## src/rtl/btn_debounce_pulse.sv

```systemverilog
// Push-button debouncer: 2-flop synchronizer, 4-state stability FSM, registered
// press/release strobes and a 2-bit wrapping count of enabled presses.
module btn_debounce_pulse #(
    parameter int unsigned DEBOUNCE_CYCLES = 4
) (
    input  logic       clk,
    input  logic       reset,
    input  logic       btn_n,
    input  logic       enable,
    output logic       btn_state,
    output logic       press_pulse,
    output logic       release_pulse,
    output logic [1:0] press_count
);

    localparam int unsigned CntW = (DEBOUNCE_CYCLES > 1) ? $clog2(DEBOUNCE_CYCLES) : 1;
    localparam logic [CntW-1:0] CntMax = CntW'(DEBOUNCE_CYCLES - 1);

    typedef enum logic [1:0] {
        StIdle,
        StPressWait,
        StHeld,
        StReleaseWait
    } state_e;

    logic [1:0]      sync_q;
    logic            pressed_s;
    state_e          state_q, state_d;
    logic [CntW-1:0] cnt_q, cnt_d;
    logic            press_evt, release_evt;

    logic            btn_state_q, btn_state_d;
    logic            press_pulse_q, press_pulse_d;
    logic            release_pulse_q, release_pulse_d;
    logic [1:0]      press_count_q, press_count_d;

    // Stages idle high so a released button never looks pressed out of reset.
    always_ff @(posedge clk) begin
        if (!reset) begin
            sync_q <= 2'b11;
        end else begin
            sync_q <= {sync_q[0], btn_n};
        end
    end

    assign pressed_s = ~sync_q[1];

    always_ff @(posedge clk) begin
        if (!reset) begin
            state_q <= StIdle;
            cnt_q   <= '0;
        end else begin
            state_q <= state_d;
            cnt_q   <= cnt_d;
        end
    end

    always_comb begin
        state_d     = state_q;
        cnt_d       = cnt_q;
        press_evt   = 1'b0;
        release_evt = 1'b0;
        unique case (state_q)
            StIdle: begin
                if (pressed_s) begin
                    state_d = StPressWait;
                    cnt_d   = '0;
                end
            end
            StPressWait: begin
                if (!pressed_s) begin
                    state_d = StIdle;
                    cnt_d   = '0;
                end else if (cnt_q == CntMax) begin
                    state_d   = StHeld;
                    press_evt = 1'b1;
                end else begin
                    cnt_d = cnt_q + CntW'(1);
                end
            end
            StHeld: begin
                if (!pressed_s) begin
                    state_d = StReleaseWait;
                    cnt_d   = '0;
                end
            end
            StReleaseWait: begin
                if (pressed_s) begin
                    state_d = StHeld;
                    cnt_d   = '0;
                end else if (cnt_q == CntMax) begin
                    state_d     = StIdle;
                    release_evt = 1'b1;
                end else begin
                    cnt_d = cnt_q + CntW'(1);
                end
            end
        endcase
    end

    // Outputs register the next state so btn_state tracks HELD/RELEASE_WAIT exactly.
    always_comb begin
        btn_state_d     = (state_d == StHeld) || (state_d == StReleaseWait);
        press_pulse_d   = press_evt & enable;
        release_pulse_d = release_evt & enable;
        press_count_d   = press_count_q;
        if (press_evt && enable) begin
            press_count_d = press_count_q + 2'd1;
        end
    end

    always_ff @(posedge clk) begin
        if (!reset) begin
            btn_state_q     <= 1'b0;
            press_pulse_q   <= 1'b0;
            release_pulse_q <= 1'b0;
            press_count_q   <= 2'b00;
        end else begin
            btn_state_q     <= btn_state_d;
            press_pulse_q   <= press_pulse_d;
            release_pulse_q <= release_pulse_d;
            press_count_q   <= press_count_d;
        end
    end

    assign btn_state     = btn_state_q;
    assign press_pulse   = press_pulse_q;
    assign release_pulse = release_pulse_q;
    assign press_count   = press_count_q;

endmodule
```

## config.mk

```make
export PLATFORM = sky130hd
export DESIGN_NAME = btn_debounce_pulse
export DESIGN_NICKNAME = d
export VERILOG_FILES = /design/src/rtl/btn_debounce_pulse.sv
export SDC_FILE = /design/constraint.sdc
export NUM_CORES = 1
export LEC_CHECK = 0
export CAP_MARGIN = 30
export CORE_AREA = 2 2 39 41
export CTS_BUF_LIST = sky130_fd_sc_hd__clkbuf_16
export DETAILED_ROUTE_END_ITERATION = 6
export DIE_AREA = 0 0 41 43
export PLACE_DENSITY_LB_ADDON = 0.12
export SYNTH_ARGS = -nofsm -noshare
export SYNTH_HDL_FRONTEND = slang
export SYNTH_SLANG_ARGS = --single-unit
```

## constraint.sdc

```tcl
create_clock -name clk -period 1.1 [get_ports clk]
set_input_delay 0.22 -clock clk [delete_from_list [all_inputs] [get_ports clk]]
set_output_delay 0.22 -clock clk [all_outputs]
set_load 0.01 [all_outputs]
```

==> results.rst, run 1 <==
.. list-table::
   :header-rows: 1

   * - Metric
     - Value
   * - Run status
     - finished, violations left
   * - Violations in the final reports
     - negative setup slack
   * - Arrival time reported for the critical path endpoint
     - between 1 and 1.5 ns
   * - Type of the worst setup path
     - flop to flop
   * - Routed via count divided by cell count
     - 4.97
   * - Met3 routed WL
     - 53 um
   * - X dimension of the die
     - 41 um
   * - Final number of setup-violating endpoints
     - 2
   * - Fin nets
     - between 60 and 70
   * - Detailed Routing Iterations Pass 1
     - 4
   * - Post-synth EDFFs
     - 0
   * - Final worst-path setup slack
     - -0.0381 ns
   * - Global-route wire length before repair
     - 1420 um
   * - Number of flip-flops and latches in the synthesized netlist
     - 11
   * - Largest net degree at the start of global routing
     - 16
   * - Clock tree from TritonCTS
     - done
   * - DIE HEIGHT
     - approximately 43 um
   * - Number of antenna violations at the first check in global routing
     - 0
   * - Post-route antenna net violation count
     - 0
   * - Required @ worst endpoint
     - 1.27 ns
   * - Total grt overflow
     - 0
   * - Syn nets
     - 45
   * - Number of global-route vias before repair
     - between 300 and 400
   * - Final worst path period share
     - 103%
   * - Routed WL
     - about 850 um
   * - Min Tclk post-route
     - 1.14 ns
   * - Fin Setup TNS
     - -0.0407 ns
   * - Max VDD drop
     - slightly below 800 uV
   * - Site row count
     - 14
   * - Leading post-synthesis cells by instance count
     - 11 x sky130_fd_sc_hd__dfxtp_1, 4 x sky130_fd_sc_hd__nand2_1, 4 x sky130_fd_sc_hd__nand2b_1, 3 x sky130_fd_sc_hd__nand4_1
   * - Routed WL per cell
     - approximately 11 um
   * - Number of buffers on the longest clock path
     - 2
   * - Growth of design area from synthesis to finish
     - 54.2%
   * - Share of layout cells above drive strength 1
     - 25.9%
   * - Relative slew slack
     - between 80% and 90%
   * - Die Footprint
     - approximately 1800 sq um
   * - Largest fanout on the critical path
     - 3
   * - # placed instances
     - 70
   * - Crit-path max cell delay
     - 0.35 ns
   * - DRC violations left
     - 0
   * - Wire length on met2
     - 445 um
   * - Sinks on the clock net
     - 11
   * - Overall global routing resource usage
     - 12.6%
   * - Endpoints failing hold
     - 0
   * - Largest cells by area after synthesis
     - sky130_fd_sc_hd__dfxtp_1 53%, sky130_fd_sc_hd__nand2b_1 6.0%, sky130_fd_sc_hd__mux2i_1 4.8%
   * - Diode insertion count for antenna repair
     - 0
   * - Cell Area, Synth
     - roughly 420 sq um
   * - Warnings from Yosys
     - 0
   * - Number of top-level pins
     - 9
   * - Dominant cell by count in the synthesized netlist
     - sky130_fd_sc_hd__dfxtp_1
   * - Starting density of the core
     - 30.2%
   * - Mean post-synth cell area
     - 10.2 sq um
   * - Dominant cell type by area after synthesis
     - sky130_fd_sc_hd__dfxtp_1
   * - First DRT Iteration DRCs
     - 11
   * - CP max-delay cell
     - sky130_fd_sc_hd__nor4b_2
   * - Final setup skew
     - 0.000452 ns
   * - Sequential element share of the synthesized area
     - 52.7%
   * - Setup repair after global routing missed its margin
     - yes
   * - Max-slew violations
     - 0
   * - Number of distinct library cells after synthesis
     - 19
   * - CTS hold repair buffers
     - 0
   * - Cts bufs inserted
     - 3
   * - Root buffer cell
     - sky130_fd_sc_hd__clkbuf_16
   * - Primary flip-flop cell chosen by synthesis mapping
     - sky130_fd_sc_hd__dfxtp_1
   * - Layout Cells excl Fill
     - 74
   * - Hold Crit Class
     - flop to flop
   * - Post-synthesis cell count
     - 41
   * - Register-to-register path setup slack
     - -0.04 ns
   * - Critical-path cell list
     - nand4_1 -> nor4b_2 -> mux2i_1
   * - Fmax
     - 879 MHz
   * - Post-CTS setup buffer count
     - 0
   * - Leakage power summed over all cells
     - 0.291 nW
   * - Top layer used by detailed routing
     - met4
   * - Category of the worst setup path launch point
     - flop
   * - Post-DP HPWL
     - 584 um
   * - Port-buffer cells
     - 8
   * - Max capacitance violation total
     - 0
   * - Share of synthesized flip-flops with an asynchronous set or reset
     - 0%
   * - Worst-margin pin slew
     - 0.234 ns
   * - PD cells
     - 1690 nW/um^2
   * - Portion of synthesized cell area occupied by the leading cell type
     - a little over half
   * - Setup crit end kind
     - flop
   * - Final standard cell utilization of the core
     - about 47%
   * - H-tree depth reported by CTS
     - 1
   * - Latest clock arrival within the worst-skew pair
     - about 0.24 ns
   * - Global placer's final weighted congestion
     - 0.621
   * - Core area
     - 1380 sq um
   * - M1 WL
     - roughly 320 um
   * - Overall via count from detail_route
     - between 300 and 400
   * - Clock transition at the register clock pins on the worst setup and hold paths after CTS
     - 0.04 ns
## worst paths after layout
check | startpoint | end | cells past startpoint
min | sync_q[0] | sync_q[1] | 1
min reg2reg | sync_q[0] | sync_q[1] | 1
max | cnt_q[1] | press_count[1] | 3
max reg2reg | cnt_q[1] | press_count[1] | 3
## routing by layer
layer	track usage, %	vias to the layer above
li1	-	181
met1	13.2	168
met2	19.1	15
met3	4.71	4
met4	10.0	0
met5	0	-
## cell families after synthesis
kind of cell / share of synthesized area, %
AND/OR/NAND/NOR: 30.2
flip-flops: 52.7
multiplexers: 4.79
XOR/XNOR: 2.10
buffers and inverters: 1.80
AO/OA/AOI/OAI: 8.38
## cell usage in the layout (no fill, tap or decap), types with 2 or more instances in the layout
cell type,count
sky130_fd_sc_hd__buf_4,6
sky130_fd_sc_hd__clkbuf_16,3
sky130_fd_sc_hd__clkdlybuf4s50_1,2
sky130_fd_sc_hd__dfxtp_1,7
sky130_fd_sc_hd__dfxtp_2,4
sky130_fd_sc_hd__dlygate4sd2_1,5
sky130_fd_sc_hd__mux2i_1,2
sky130_fd_sc_hd__nand2_1,4
sky130_fd_sc_hd__nand2b_1,4
sky130_fd_sc_hd__nand3_1,2
sky130_fd_sc_hd__nand4_1,3
sky130_fd_sc_hd__nor2_1,2
sky130_fd_sc_hd__o211a_1,2
## through the flow
| step | power, mW | hold WS, ns | worst slack [ns] | instance area (sq um) |
|---|---|---|---|---|
| floorplan | 0.429 | 0.293 | 0.00746 | 418 |
| global placement | 0.448 | 0.396 | -0.351 | 556 |
| detailed placement | 0.450 | 0.399 | -0.402 | 556 |
| CTS | 1.10 | 0.410 | -0.0230 | 634 |
| global route | 1.12 | 0.426 | -0.114 | 644 |
| finish | 1.09 | 0.404 | -0.0381 | 644 |
## cell type report
class	count	area, sq um
sequential	11	225
timing repair buffer	14	119
tap	16	20.0
clock inverter	1	3.75
fill	131	739
multi-input combinational	29	201
clock buffer	3	75.1
## what timing repair did
action,in CTS,in global routing
endpoints found under the hold margin,0,0
cloned,0,0
endpoints found under the setup margin,9,6
gates resized for setup,8,5
pin swaps,2,2
## critical path: cells and delay by family, from the launching register on
kind	cells	cell delay, ns
and+or+nand+nor	2	0.54
DFF	1	0.32
muxes	1	0.21
## sequential cells by signal, summed over array words and instances (netlist names)
signal and count:
btn_state 1, cnt_q 2, press_count 2, press_pulse 1, release_pulse 1, state_q 2, sync_q 2
## power by group
part           switching (mW)  internal [mW]
clock                   0.171          0.476
sequential            0.00336          0.405
combinational          0.0147         0.0187
No activity file was read; power rests on OpenSTA's default activity.
==> run 2: changes to the inputs <==
--- a/config.mk
+++ b/config.mk
@@ -5,7 +5,7 @@
 export SDC_FILE = /design/constraint.sdc
 export NUM_CORES = 1
 export LEC_CHECK = 0
-export CAP_MARGIN = 30
+export CAP_MARGIN = 5
 export CORE_AREA = 2 2 39 41
 export CTS_BUF_LIST = sky130_fd_sc_hd__clkbuf_16
 export DETAILED_ROUTE_END_ITERATION = 6
@@ -14,3 +14,4 @@
 export SYNTH_ARGS = -nofsm -noshare
 export SYNTH_HDL_FRONTEND = slang
 export SYNTH_SLANG_ARGS = --single-unit
+export TNS_END_PERCENT = 20
==> run 2 against run 1 <==
Die area is the same. Global-route usage shrank 0.10 points. Final cell count is the same. Clock power is essentially flat. Critical path type unchanged. Non-clock buffer count is the same. Largest power group unchanged. Sequential power is essentially flat. Utilization grew 0.36 points. The run still ends with negative setup slack left.
==> results.rst, run 2 (synthesized netlist as in run 1, its figures left out) <==
.. list-table::
   :header-rows: 1

   * - Metric
     - Value
   * - Run status
     - finished, violations left (unchanged)
   * - Violations in the final reports
     - negative setup slack (unchanged)
   * - Worst Hold Path Cells
     - 3 (was 1)
   * - Layout Cells excl Fill
     - 74 (unchanged)
   * - Fmax
     - 860 MHz (was 879 MHz)
   * - Number of antenna violations at the first check in global routing
     - 0 (unchanged)
   * - Final number of setup-violating endpoints
     - 1 (was 2)
   * - Hold Crit Class
     - input pin to flop (was flop to flop)
   * - Category of the worst setup path launch point
     - flop (unchanged)
   * - Final setup skew
     - 0.000338 ns (was 0.000452 ns)
   * - Register-to-Register Path Depth
     - 3 (unchanged)
   * - Clock transition at the register clock pins on the worst setup and hold paths after CTS
     - 0.04 ns (about the same)
   * - X dimension of the die
     - 41 um (unchanged)
   * - Launch point of the critical path
     - cnt_q[1] (unchanged)
   * - Share of layout cells above drive strength 1
     - 27.6% (was 25.9%)
   * - Overall via count from detail_route
     - 366 (was 368)
   * - Top library cells by usage in the layout, fill and taps aside
     - 6 x sky130_fd_sc_hd__dfxtp_1, 6 x sky130_fd_sc_hd__buf_4, 5 x sky130_fd_sc_hd__dfxtp_2 (was 7 x sky130_fd_sc_hd__dfxtp_1, 6 x sky130_fd_sc_hd__buf_4, 5 x sky130_fd_sc_hd__dlygate4sd2_1)
   * - Type of the worst setup path
     - flop to flop (unchanged)
   * - Latest clock arrival within the worst-skew pair
     - 0.24 ns (about the same)
   * - First DRT Iteration DRCs
     - 8 (was 11)
   * - DRC violations left
     - 0 (unchanged)
   * - Total grt overflow
     - 0 (unchanged)
   * - CTS hold repair buffers
     - 0 (unchanged)
   * - Sinks on the clock net
     - 11 (unchanged)
   * - Overall global routing resource usage
     - 12.5% (was 12.6%)
   * - Register-to-register path setup slack
     - -0.06 ns (was -0.04 ns)
   * - FILL cells
     - 132 (was 131)
   * - Routed via count divided by cell count
     - 4.95 (was 4.97)
   * - Required @ worst endpoint
     - 1.27 ns (about the same)
   * - Worst-margin pin slew
     - 0.245 ns (was 0.234 ns)
   * - Post-DP Area
     - 556 sq um (unchanged)
   * - Post-DP HPWL
     - 584 um (unchanged)
   * - Hold path start
     - enable (was sync_q[0])
   * - # placed instances
     - 70 (unchanged)
   * - Port-buffer cells
     - 8 (unchanged)
   * - Core area
     - 1380 sq um (unchanged)
   * - Relative slew slack
     - 83.6% (was 84.4%)
   * - Cts bufs inserted
     - 3 (unchanged)
   * - Post-route antenna net violation count
     - 0 (unchanged)
   * - Max capacitance violation total
     - 0 (unchanged)
   * - Highest-utilization routing layer at the global route stage
     - met2 (unchanged)
   * - Growth of design area from synthesis to finish
     - 55.4% (was 54.2%)
   * - Met1 demand-to-capacity share in global routing
     - 12.5% (was 13.2%)
   * - Met2 usage in global routing
     - 19.4% (was 19.1%)
   * - Final worst-path setup slack
     - -0.0629 ns (was -0.0381 ns)
   * - Min Tclk post-route
     - 1.16 ns (was 1.14 ns)
   * - DIE HEIGHT
     - 43 um (unchanged)
   * - Hold-critical path endpoint
     - release_pulse (was sync_q[1])
   * - Die Footprint
     - 1760 sq um (unchanged)
   * - Leakage power summed over all cells
     - 0.298 nW (was 0.291 nW)
   * - Global-route wire length before repair
     - 1410 um (was 1420 um)
   * - Root buffer cell
     - sky130_fd_sc_hd__clkbuf_16 (unchanged)
   * - Detailed Routing Iterations Pass 1
     - 4 (unchanged)
   * - Endpoints failing hold
     - 0 (unchanged)
   * - Setup crit end kind
     - flop (unchanged)
   * - PD cells
     - 1680 nW/um^2 (was 1690 nW/um^2)
   * - Routed WL per cell
     - 12.0 um (was 11.5 um)
   * - Startpoint of the worst-slack reg-to-reg timing path
     - cnt_q[1] (unchanged)
   * - Final worst path period share
     - 106% (was 103%)
   * - Fin nets
     - 63 (unchanged)
   * - Routed WL
     - 891 um (was 848 um)
   * - Number of global-route vias before repair
     - 352 (was 355)
   * - Setup repair after global routing missed its margin
     - yes (unchanged)
   * - GR met3 Demand/Resource
     - 4.71% (unchanged)
   * - H-tree depth reported by CTS
     - 1 (unchanged)
   * - Largest fanout on the critical path
     - 3 (unchanged)
   * - Diode insertion count for antenna repair
     - 0 (unchanged)
   * - Largest net degree at the start of global routing
     - 16 (unchanged)
   * - Global placer's final weighted congestion
     - 0.621 (unchanged)
   * - Max-slew violations
     - 0 (unchanged)
   * - Number of top-level pins
     - 9 (unchanged)
   * - Starting density of the core
     - 30.2% (unchanged)
   * - Layout Cell Area excl Fill
     - 649 sq um (was 644 sq um)
   * - Clock tree from TritonCTS
     - done (unchanged)
   * - Capture instance of the worst register-to-register path
     - press_count[1] (unchanged)
   * - Max VDD drop
     - 792 uV (was 793 uV)
   * - Arrival time reported for the critical path endpoint
     - 1.33 ns (was 1.30 ns)
   * - Number of buffers on the longest clock path
     - 2 (unchanged)
   * - Site row count
     - 14 (unchanged)
[run 2: cell count changes in the layout (fill, tap and decap cells not counted), sizes merged]
cell / before / now
dlygate4sd2: 5 / 4
dlymetal6s2s: 0 / 1
[run 2: critical path: stages (launching register included)]
cell and delay (ns):
sky130_fd_sc_hd__dfxtp_2 0.32, sky130_fd_sc_hd__nand4_1 0.20, sky130_fd_sc_hd__nor4b_2 0.36, sky130_fd_sc_hd__mux2i_1 0.21
[run 2: metrics by stage]
| stage | power (mW) | setup TNS, ns | setup WS (ns) | utilization (%) | hold slack (ns) |
|---|---|---|---|---|---|
| 2_1_floorplan | 0.429 | 0 | 0.00746 | - | 0.293 |
| 3_3_place_gp | 0.448 | -0.963 | -0.351 | 40.1 | 0.396 |
| 3_5_place_dp | 0.450 | -1.17 | -0.402 | 40.1 | 0.399 |
| 4_1_cts | 1.10 | -0.306 | -0.154 | 45.5 | 0.410 |
| 5_1_grt | 1.12 | -0.160 | -0.129 | 46.9 | 0.389 |
| 6_report | 1.09 | -0.0629 | -0.0629 | 46.9 | 0.377 |
[run 2: timing repair]
| action | CTS | global route |
|---|---|---|
| setup buffers | 0 | 0 |
| endpoints found under the hold margin | 0 | 0 |
| pin swaps | 0 | 2 |
| setup endpoints to repair | 9 | 5 |
| gates resized for setup | 6 | 8 |
[run 2: how the worst max path moves through the flow]
stage | endpoint | slack (ns)
after floorplan | press_count[1] | 0.007
after global placement | press_count[1] | -0.35
after detailed placement | press_count[1] | -0.40
after CTS | press_count[1] | -0.15
after global routing | press_count[1] | -0.13
final | press_count[1] | -0.06
[run 2: cell type report]
| type | instances | area, sq um | share of cell area (%) |
|---|---|---|---|
| multi-input combinational | 29 | 201 | 31.0 |
| clock inverter | 1 | 3.75 | 0.578 |
| tap | 16 | 20.0 | 3.08 |
| clock buffer | 3 | 75.1 | 11.6 |
| sequential | 11 | 226 | 34.9 |
| timing repair buffer | 14 | 123 | 18.9 |
[run 2: metal layers]
metal	wire, um	vias up
li1	-	180
met1	335	166
met2	476	16
met3	53	4
met4	26	0
met5	0	-
[run 2: power by group]
part	switching, mW	leakage (nW)	total [mW]	internal (mW)
clock	0.172	0.0423	0.648	0.476
sequential	0.00364	0.0908	0.409	0.406
combinational	0.0147	0.165	0.0342	0.0195
==> patch, RTL diff (flow settings as in run 1) <==
Add an input register stage for `btn_n` and `enable`, cleared by the reset; this delays them by one clock.
--- a/src/rtl/btn_debounce_pulse.sv
+++ b/src/rtl/btn_debounce_pulse.sv
@@ -23,6 +23,19 @@
         StReleaseWait
     } state_e;
 
+    logic btn_n_q;
+    logic enable_q;
+
+    always_ff @(posedge clk) begin
+        if (!reset) begin
+            btn_n_q  <= '0;
+            enable_q <= '0;
+        end else begin
+            btn_n_q  <= btn_n;
+            enable_q <= enable;
+        end
+    end
+
     logic [1:0]      sync_q;
     logic            pressed_s;
     state_e          state_q, state_d;
@@ -39,7 +52,7 @@
         if (!reset) begin
             sync_q <= 2'b11;
         end else begin
-            sync_q <= {sync_q[0], btn_n};
+            sync_q <= {sync_q[0], btn_n_q};
         end
     end
 
@@ -101,10 +114,10 @@
     // Outputs register the next state so btn_state tracks HELD/RELEASE_WAIT exactly.
     always_comb begin
         btn_state_d     = (state_d == StHeld) || (state_d == StReleaseWait);
-        press_pulse_d   = press_evt & enable;
-        release_pulse_d = release_evt & enable;
+        press_pulse_d   = press_evt & enable_q;
+        release_pulse_d = release_evt & enable_q;
         press_count_d   = press_count_q;
-        if (press_evt && enable) begin
+        if (press_evt && enable_q) begin
             press_count_d = press_count_q + 2'd1;
         end
     end
Check against the original RTL: not equivalent (a bounded check fails within 10 cycles, from zero or initial values and one cycle with reset low).
==> patch against run 1 <==
Power grew 11%; non-clock buffer count grew 2; combinational power grew 44%; sequential share of layout area grew 2.1 points; hold slack gained 0.013 ns; global-route usage grew 0.28 points; clock power grew 4.2%; sequential cell count grew 2; setup slack gained 0.068 ns; area after synthesis grew 14%; cell area grew 11%; sequential power grew 19%; routed wire length grew 5.9%.
==> patch: results (changes against run 1) <==
| Metric | Value |
|---|---|
| Status | complete, no violations (was complete, but fails checks) |
| Pleak | 0.303 nW (was 0.291 nW) |
| WL final | 898 µm (was 848 µm) |
| CP Launch Point | state_q[1]$_SDFF_PN0_ (was cnt_q[1]$_SDFFE_PN0P_) |
| Worst Skew | 0.00165 ns (was 0.000452 ns) |
| ANT cells | 0 (unchanged) |
| Compound-cell area share of the yosys netlist | 6.30% (was 8.38%) |
| Top cell family by delay on the critical path | flip-flops (was simple AND/OR/NAND/NOR gates) |
| Detailed Place HPWL | 655 µm (was 584 µm) |
| Post-synth top cells | 13 x dfxtp_1, 5 x nand2b_1, 4 x nand4_1 (was 11 x dfxtp_1, 4 x nand2_1, 4 x nand2b_1) |
| Count of non-CTS buffers in the layout | 16 (was 14) |
| Seq/Total Area, Yosys | 54.6% (was 52.7%) |
| VDD IR-drop max | 0.893 mV (was 0.793 mV) |
| Vias in the first global route | 358 (was 355) |
| Routed vias | 398 (was 368) |
| Max stage delay on crit path | 0.33 ns (was 0.35 ns) |
| Grt met1 use | 15.4% (was 13.2%) |
| RD Place Congestion | 0.789 (was 0.621) |
| Clock buffer count | 3 (unchanged) |
| Synth Net Count | 50 (was 45) |
| GRT Util Overall | 12.9% (was 12.6%) |
| Sequential cell area | 264 µm² (was 225 µm²) |
| Share of layout cells above drive strength 1 | 26.6% (was 25.9%) |
| Rel. slew slack | 79.5% (was 84.4%) |
| Largest net degree at the start of global routing | 10 (was 16) |
| Multi-input combinational area share | 30.2% (was 31.3%) |
| Yosys cell types | 20 (was 19) |
| Crit path DAT | 1.24 ns (was 1.30 ns) |
| Clock tree sinks | 13 (was 11) |
| Setup WS pre-CTS | -0.0713 ns (was -0.402 ns) |
| CP max FO | 4 (was 3) |
| Detailed Route Iter0 Violations | 13 (was 11) |
| Clock slew seen by the registers of the worst setup and hold paths | 0.04 ns (about the same) |
| Fin nets | 69 (was 63) |
| Global routing usage on met2 | 17.8% (was 19.1%) |
| Hold Path Sink | sync_q[0]$_SDFF_PN1_ (was sync_q[1]$_SDFF_PN1_) |
| Mux share of post-synthesis cell area | 4.20% (was 4.79%) |
| Clock-cell share | 11.1% (was 12.2%) |
| Worst r2r dst | press_count[0]$_SDFFE_PN0P_ (was press_count[1]$_SDFFE_PN0P_) |
| Buffering overhead | 18.9% (was 18.4%) |
| WHS | 0.417 ns (was 0.404 ns) |
| Main area contributors after synthesis | dfxtp_1 55%, nand2b_1 6.6%, nand4_1 5.2% (was dfxtp_1 53%, nand2b_1 6.0%, mux2i_1 4.8%) |
| CP max stage cell | dfxtp_1 (was nor4b_2) |
| Multi-input gate count | 31 (was 29) |
| Min-delay src | btn_n_q$_SDFF_PN0_ (was sync_q[0]$_SDFF_PN1_) |
| R2R Setup Slk | 0.03 ns (was -0.04 ns) |
| First-pass DRT Iterations | 4 (unchanged) |
| Xor-xnor portion of the synthesized cell area | 1.84% (was 2.10%) |
| Fillers | 142 (was 131) |
| First-pass GRT wire length | 1.47 mm (was 1.42 mm) |
[patch: where the power goes]
group | switching, W | internal, W
clock | 0.000195 | 0.000479
combinational | 0.0000203 | 0.0000278
sequential | 0.00000404 | 0.000483
[patch: per-layer routing]
metal / vias up / share of wire [%]
met4: 0 / 1.7
met5: - / 0
met2: 13 / 49
met1: 186 / 44
li1: 197 / -
met3: 2 / 5.3
[patch: what timing repair did]
item,CTS,global route
cloned,0,0
endpoints found under the setup margin,5,6
resized for setup,5,5
pin swaps,0,2
hold buffers,0,0
[patch: metrics by stage]
stage	instances	area, µm²
3_3_place_gp	76	628
4_1_cts	80	701
2_1_floorplan	46	483
6_report	80	713
3_5_place_dp	76	628
5_1_grt	80	713
[patch: kinds of logic after synthesis]
| logic type | count (synthesis) |
|---|---|
| simple gates | 24 |
| mux | 2 |
| xor+xnor | 1 |
| flops | 13 |
| compound gates | 4 |
| buf+inv | 2 |
